`src/rtl/elastic_fifo_pkg.sv`:
```
// Shared constants and helpers for the modal elastic FIFO.
package elastic_fifo_pkg;

  localparam int MODE_TRANSPARENT   = 0;
  localparam int MODE_OPAQUE        = 1;
  localparam int MODE_OPAQUE_RBREAK = 2;

  // Ceiling log2 with a floor of 1, so single-slot storage still gets a 1-bit pointer.
  function automatic int clog2_min1(input int n);
    int r;
    r = 1;
    while ((1 << r) < n) r = r + 1;
    return r;
  endfunction

endpackage

```
`src/rtl/fifo_ring_store.sv`:
```
// Circular storage: memory array, head/tail pointers with arbitrary-depth wrap,
// and a registered occupancy count. Push/pop are already qualified by the caller.
module fifo_ring_store
  import elastic_fifo_pkg::*;
#(
  parameter int NUM_SLOTS = 4,
  parameter int DATA_TYPE = 32,
  localparam int PW = clog2_min1(NUM_SLOTS),
  localparam int CW = clog2_min1(NUM_SLOTS + 1)
) (
  input  logic                 clk,
  input  logic                 rst,
  input  logic                 push,
  input  logic                 pop,
  input  logic [DATA_TYPE-1:0] wr_data,
  output logic [DATA_TYPE-1:0] rd_data,
  output logic [CW-1:0]        count
);

  logic [DATA_TYPE-1:0] mem [NUM_SLOTS];
  logic [PW-1:0]        head_reg;
  logic [PW-1:0]        tail_reg;
  logic [CW-1:0]        count_reg;

  // Next pointer value; the last slot wraps to zero regardless of power-of-two depth.
  function automatic logic [PW-1:0] advance(input logic [PW-1:0] p);
    if (p == PW'(NUM_SLOTS - 1)) return '0;
    return p + PW'(1);
  endfunction

  // Payload write at the tail slot; handshakes during reset are ignored.
  always_ff @(posedge clk) begin
    if (rst && push) mem[tail_reg] <= wr_data;
  end

  // Pointer and occupancy bookkeeping, flushed by the active-low reset.
  always_ff @(posedge clk) begin
    if (!rst) begin
      head_reg  <= '0;
      tail_reg  <= '0;
      count_reg <= '0;
    end else begin
      if (push) tail_reg <= advance(tail_reg);
      if (pop)  head_reg <= advance(head_reg);
      if (push && !pop)      count_reg <= count_reg + CW'(1);
      else if (pop && !push) count_reg <= count_reg - CW'(1);
    end
  end

  assign rd_data = mem[head_reg];
  assign count   = count_reg;

endmodule

```
`src/rtl/elastic_fifo_modal.sv`:
```
// Elastic FIFO with compile-time buffering mode: transparent bypass, opaque,
// or opaque with registered ready. Storage lives in fifo_ring_store; this level
// only shapes the handshake around it.
module elastic_fifo_modal
  import elastic_fifo_pkg::*;
#(
  parameter int NUM_SLOTS = 4,
  parameter int DATA_TYPE = 32,
  parameter int MODE      = 1,
  localparam int CW = clog2_min1(NUM_SLOTS + 1)
) (
  input  logic                 clk,
  input  logic                 rst,
  input  logic [DATA_TYPE-1:0] ins,
  input  logic                 ins_valid,
  output logic                 ins_ready,
  output logic [DATA_TYPE-1:0] outs,
  output logic                 outs_valid,
  input  logic                 outs_ready,
  output logic [CW-1:0]        count,
  output logic                 full,
  output logic                 empty
);

  logic                 push;
  logic                 pop;
  logic                 store_push;
  logic                 store_pop;
  logic [DATA_TYPE-1:0] rd_data;

  // Status is decoded purely from the registered count.
  assign full  = (count == CW'(NUM_SLOTS));
  assign empty = (count == '0);

  assign push = ins_valid & ins_ready;
  assign pop  = outs_valid & outs_ready;

  generate
    if (MODE == MODE_TRANSPARENT) begin : g_transparent
      logic bypass;
      // When empty, the input flows straight through; a simultaneous push and
      // pop then never touches storage.
      assign bypass     = empty & push & pop;
      assign outs       = empty ? ins : rd_data;
      assign outs_valid = ins_valid | ~empty;
      assign ins_ready  = ~full | outs_ready;
      assign store_push = push & ~bypass;
      assign store_pop  = pop & ~bypass;
    end else if (MODE == MODE_OPAQUE) begin : g_opaque
      // Output always comes from storage; a full buffer may still accept when
      // the head is leaving in the same cycle.
      assign outs       = rd_data;
      assign outs_valid = ~empty;
      assign ins_ready  = ~full | outs_ready;
      assign store_push = push;
      assign store_pop  = pop;
    end else begin : g_opaque_rbreak
      // Ready depends only on registered occupancy, cutting the backward path.
      assign outs       = rd_data;
      assign outs_valid = ~empty;
      assign ins_ready  = ~full;
      assign store_push = push;
      assign store_pop  = pop;
    end
  endgenerate

  fifo_ring_store #(
    .NUM_SLOTS (NUM_SLOTS),
    .DATA_TYPE (DATA_TYPE)
  ) u_store (
    .clk     (clk),
    .rst     (rst),
    .push    (store_push),
    .pop     (store_pop),
    .wr_data (ins),
    .rd_data (rd_data),
    .count   (count)
  );

endmodule
```
`config.mk`:
```
export PLATFORM = sky130hd
export DESIGN_NAME = elastic_fifo_modal
export DESIGN_NICKNAME = d
export VERILOG_FILES = /design/src/rtl/elastic_fifo_pkg.sv /design/src/rtl/fifo_ring_store.sv /design/src/rtl/elastic_fifo_modal.sv
export SDC_FILE = /design/constraint.sdc
export NUM_CORES = 1
export LEC_CHECK = 0
export CAP_MARGIN = 0
export CORE_ASPECT_RATIO = 0.7
export CORE_MARGIN = 4
export CORE_UTILIZATION = 35
export DETAILED_ROUTE_END_ITERATION = 6
export PLACE_DENSITY = 0.6
export SLEW_MARGIN = 15
export SYNTH_ARGS = -nofsm -noshare
export SYNTH_HDL_FRONTEND = slang
export SYNTH_SLANG_ARGS = --single-unit
```
`constraint.sdc`:
```
create_clock -name clk -period 4.16 [get_ports clk]
set_clock_uncertainty 0.05 [all_clocks]
set_input_delay 0.416 -clock clk [delete_from_list [all_inputs] [get_ports clk]]
set_output_delay 0.416 -clock clk [all_outputs]
set_load 0.1 [all_outputs]
```
==> results of run 1 <==
-- cell type report --
cell class,count,area share
Multi-Input combinational cell,69,0.1531
Clock inverter,13,0.02668
Inverter,4,0.002254
Timing Repair Buffer,78,0.1127
Tap cell,190,0.03569
Clock buffer,19,0.06500
Sequential cell,137,0.6045
-- kinds of logic after synthesis --
| kind of cell | after synthesis |
|---|---|
| AOI/OAI and AO/OA | 6 |
| xor gates and xnor gates | 2 |
| adders and majority gates | 7 |
| buffers and inverters | 13 |
| DFF | 137 |
| muxes | 34 |
| and+or+nand+nor | 20 |
-- metrics by stage --
| step | hold slack, ns | area, µm² |
|---|---|---|
| after detailed placement | 0.4476 | 6050 |
| after CTS | 0.4555 | 6660 |
| after floorplan | 0.4248 | 5099 |
| after global placement | 0.4355 | 6050 |
| after global routing | 0.4786 | 6660 |
| final | 0.4491 | 6660 |
-- path summary, 6_finish.rpt --
path,endpoint,depth (start not counted)
min reg2reg,flip-flop,2
max reg2reg,u_store.count[2],7
min,flip-flop,2
max,outs[26],3
-- power groups by stage --
stage                     Combinational, µW  Sequential, µW  Clock (µW)
after floorplan                        1260            1750           0
after global placement                 1660            1710           0
after detailed placement               1680            1720           0
after CTS                              1680            1690        1570
after global routing                   1720            1700        1640
final                                  1660            1680        1540
-- synth_stat cells, drive strengths merged --
master	n
nor3b	2
and2	2
o21ai	3
clkbuf	3
inv	4
or3	3
or4b	1
mux2i	2
xor2	1
dfxtp	9
ha	6
fa	1
and3	4
a21boi	2
edfxtp	128
o31ai	1
buf	6
nand2	5
mux4	32
nor2b	1
nand3	2
xnor2	1
-- worst min-delay path, stage by stage, from the launching register on --
cell	delay (ns)
dfxtp_1	0.32
nand2_1	0.05
a21boi_0	0.08
-- layer usage --
| metal | routed length, µm | GRT usage | share of wire | vias up |
|---|---|---|---|---|
| li1 | - | - | - | 1090 |
| met1 | 4533 | 0.1677 | 0.48 | 1241 |
| met2 | 4380 | 0.1787 | 0.46 | 64 |
| met3 | 480 | 0.04165 | 0.051 | 6 |
| met4 | 47 | 0.03849 | 0.0050 | 0 |
| met5 | 0 | 0 | 0 | - |
==> results.json, run 1 <==
{
  "status": "complete, no violations",
  "insertion_delay_ns": 0.40,
  "vias": 2401,
  "regArea_um2": 4026,
  "finalCriticalPeriod_ns": 3.374,
  "ctsHoldBuffers": 0,
  "vias_per_cell": 4.708,
  "vdd_drop_max_uv": 385.0,
  "clockRootBuffer": "clkbuf_16",
  "finalSetupTns_ns": 0,
  "place_congestion": 0.7505,
  "critical_path_class": "reg -> out",
  "placedCellCount": 478,
  "synth_seq_cells": 137,
  "critPathTopFamily": "buffers and inverters",
  "fmax_ghz": 0.2963,
  "cts-resized-gates": 0,
  "grt-ovfl-total": 0,
  "htreeDepth": 4,
  "critPathBufInv": 2,
  "dr.first_iter.drc_count": 122,
  "worst_setup_path_start_kind": "flip-flop",
  "fin_crit_sh": 0.8112,
  "relSlewSlack": 0.3406,
  "layout_common_cells": "edfxtp_1, clkdlybuf4s50_1, mux4_2",
  "fin_ws_ns": 0.7856,
  "dpl_worst_slack_ns": 1.128,
  "drt-pass1-iter-count": 4,
  "synth_mux_area_frac": 0.1453,
  "grt_setup_unrepaired": "no",
  "io_pins": 75,
  "critPathSlowestCell": "clkdlybuf4s50_1",
  "n_fill_cell": 1163,
  "grt_pass1_vias": 2562,
  "maxSlewViolCount": 0,
  "synth_top_area_share": 0.7539,
  "fin_cells": 510,
  "layout_commonest_cell": "edfxtp_1",
  "largest_reg_flops": 128,
  "syn_area_um2": 5099,
  "wirelength_mm": 9.443,
  "final_layout_size_suffix_gt1_frac": 0.2594,
  "multi_input_area_um2": 1020,
  "grt_first_pass_wirelength_mm": 14.75,
  "endpoint_kind": "output port",
  "setup_viol": 0,
  "r2r_slack_ns": 1.70,
  "synth_fa_ha_area_frac": 0.01865,
  "ant_nets": 0,
  "max-cap-violations": 0,
  "synth.avg_cell_area_um2": 23.28,
  "hp-class": "reg -> reg",
  "antenna_found_initial": 0,
  "power.density_nw_per_um2": 733.4,
  "dp_hpwl_mm": 5.682,
  "clock_sinks": 137,
  "routedWlPerCell_um": 18.52,
  "clock_path_buffers": 2,
  "diodes": 0,
  "tritoncts": "yes",
  "worst_pin_slew_ns": 0.9861,
  "design.die.area_um2": 16590,
  "finalNetCount": 350,
  "power_uw": 4885,
  "grt_usage": 0.1202,
  "yosysTopAreaCell": "edfxtp_1",
  "p_leak_uw": 0.002170,
  "synth_compound_area_frac": 0.007362,
  "seq_area_frac_synth": 0.7892,
  "path_cells": "buf_4 -> mux4_2 -> clkdlybuf4s50_1",
  "synth_area_leaders": "edfxtp_1, mux4_2, dfxtp_1",
  "postLayoutCoreUtil": 0.4724,
  "die_h_um": 109.0,
  "syn_nets": 262,
  "initial_core_util": 0.3616,
  "comb_power_share": 0.340,
  "grt_max_degree": 33,
  "cpPeakStageDelay_ns": 0.99,
  "yosysWarnings": 0,
  "clkTransAtPathRegs_ns": 0.05,
  "seqPwrFrac": 0.345,
  "synthCells": 219,
  "post_cts_buffers": 0,
  "io_buffers": 74,
  "clock_power_share": 0.315,
  "hold_viol": 0,
  "crit_required_ns": 3.69,
  "synthSimpleGateAreaFrac": 0.02429,
  "synthDistinctLibCells": 27,
  "area_growth_pct": 30.63,
  "crit_fanout": 15,
  "drt_drc_violations_left": 0,
  "cts_inserted_buffers": 17,
  "p_int_uw": 3054,
  "core_area_um2": 14100,
  "die_x_um": 152.3,
  "rows": 36,
  "netSwitchingFraction": 0.3749,
  "synth_xor_xnor_area_share": 0.003436,
  "reg2reg_from": "u_store.count[0]",
  "hp-start": "u_store.head_reg[0]",
  "p_sw_uw": 1831,
  "synth_top_family_by_area": "multiplexers",
  "cp.arrival_ns": 2.91
}
No activity file was read; power rests on OpenSTA's default activity.
==> inputs of run 2 (changes only) <==
Clock period 4.16 ns to 3.47 ns, I/O delays scaled along.
==> run 2 against run 1 <==
  * Combinational power up 18%
  * Power up 13%
  * Global-route usage down 0.069 points
  * Clock power about the same
  * Largest cell class unchanged
  * Wire length down 2.6%
==> results.json, run 2 (same netlist as run 1, synthesis figures left out) <==
{
  "place_congestion": 0.7067,
  "cts_inserted_buffers": 17,
  "htreeDepth": 4,
  "vdd_drop_max_uv": 370.1,
  "max-cap-violations": 0,
  "cts-resized-gates": 0,
  "comb_power_share": 0.355,
  "grt_first_pass_wirelength_mm": 14.61,
  "clock_power_share": 0.277,
  "antenna_found_initial": 2,
  "postLayoutCoreUtil": 0.4602,
  "p_leak_uw": 0.002139,
  "maxSlewViolCount": 0,
  "wirelength_mm": 9.198,
  "design.die.area_um2": 16590,
  "hp-class": "reg -> reg",
  "status": "complete, no violations",
  "netSwitchingFraction": 0.3923,
  "layout_common_cells": "edfxtp_1, clkdlybuf4s50_1, buf_4",
  "post_cts_buffers": 0,
  "fin_crit_sh": 0.7669,
  "diodes": 0,
  "layout_commonest_cell": "edfxtp_1",
  "n_fill_cell": 1179,
  "hold_viol": 0,
  "fmax_ghz": 0.3758,
  "cp.arrival_ns": 2.26,
  "ant_nets": 0,
  "multi_input_area_um2": 1025,
  "grt-ovfl-total": 0,
  "die_x_um": 152.3,
  "critical_path_class": "reg -> out",
  "relSlewSlack": 0.3558,
  "clock_path_buffers": 2,
  "grt_setup_unrepaired": "no",
  "dp_hpwl_mm": 5.596,
  "endpoint_kind": "output port",
  "seqPwrFrac": 0.368,
  "ctsHoldBuffers": 0,
  "clockRootBuffer": "clkbuf_16",
  "vias": 2426,
  "finalSetupTns_ns": 0,
  "grt_usage": 0.1195,
  "crit_required_ns": 3.07,
  "insertion_delay_ns": 0.40,
  "rows": 36,
  "finalNetCount": 347,
  "finalCriticalPeriod_ns": 2.661,
  "die_h_um": 109.0,
  "grt_pass1_vias": 2503,
  "worst_setup_path_start_kind": "flip-flop",
  "vias_per_cell": 4.785,
  "final_layout_size_suffix_gt1_frac": 0.3312,
  "grt_max_degree": 33,
  "regArea_um2": 4026,
  "worst_pin_slew_ns": 0.9633,
  "setup_viol": 0,
  "routedWlPerCell_um": 18.14,
  "io_pins": 75,
  "area_growth_pct": 27.26,
  "largest_reg_flops": 128,
  "initial_core_util": 0.3616,
  "drt-pass1-iter-count": 4,
  "core_area_um2": 14100,
  "power_uw": 5509,
  "crit_fanout": 7,
  "io_buffers": 74,
  "dr.first_iter.drc_count": 174,
  "p_int_uw": 3348,
  "power.density_nw_per_um2": 849.0,
  "clkTransAtPathRegs_ns": 0.05,
  "tritoncts": "yes",
  "drt_drc_violations_left": 0,
  "p_sw_uw": 2161,
  "clock_sinks": 137
}
run 2: cell types whose count changed in the layout (fill, tap and decap cells not counted), sizes merged:
| cell | delta |
|---|---|
| clkinv | +1 |
| clkdlybuf4s50 | -26 |
| buf | +23 |
| bufinv | -4 |
| clkbuf | +3 |
run 2: worst max-delay path, stage by stage, from the launching register on:
cell and delay (ns):
dfxtp_1 0.39, or3_2 0.49, clkdlybuf4s50_1 0.98
run 2: through the flow:
stage,hold slack (ns),cell area [µm²],setup slack (ns),cells
after global routing,0.4950,6489,0.6867,507
after CTS,0.4657,6489,0.7628,507
final,0.4622,6489,0.8089,507
after floorplan,0.3959,5104,0.2996,219
after global placement,0.4464,5979,0.9048,475
after detailed placement,0.4541,5979,0.8520,475
run 2: cell type report:
cell class,count,area share
Sequential cell,137,0.6205
Multi-Input combinational cell,69,0.1579
Timing Repair Buffer,75,0.1041
Clock buffer,22,0.07000
Tap cell,190,0.03664
Clock inverter,10,0.008484
Inverter,4,0.002314
run 2: path summary, 6_finish.rpt:
path	start	endpoint	slack, ns	cells after the start
setup / recovery	u_store.count[0]	outs_valid	0.81	2
hold / removal	u_store.tail_reg[0]	u_store.tail_reg[0]	0.46	2
setup reg to reg	u_store.count[0]	u_store.count[2]	1.09	7
hold reg to reg	u_store.tail_reg[0]	u_store.tail_reg[0]	0.46	2
run 2: per-layer routing:
metal / track usage / vias to the layer above / routed length [µm]
li1: - / 1088 / -
met1: 0.1600 / 1249 / 4336
met2: 0.1736 / 74 / 4135
met3: 0.06267 / 11 / 626
met4: 0.02886 / 4 / 82
met5: 0 / - / 16
run 2: power by group through the flow:
stage	sequential, µW	clock [µW]	combinational, µW
2_1_floorplan	2100	0	1510
3_3_place_gp	2060	0	1970
3_5_place_dp	2070	0	1980
4_1_cts	2040	1570	1980
5_1_grt	2050	1640	2030
6_report	2030	1530	1960
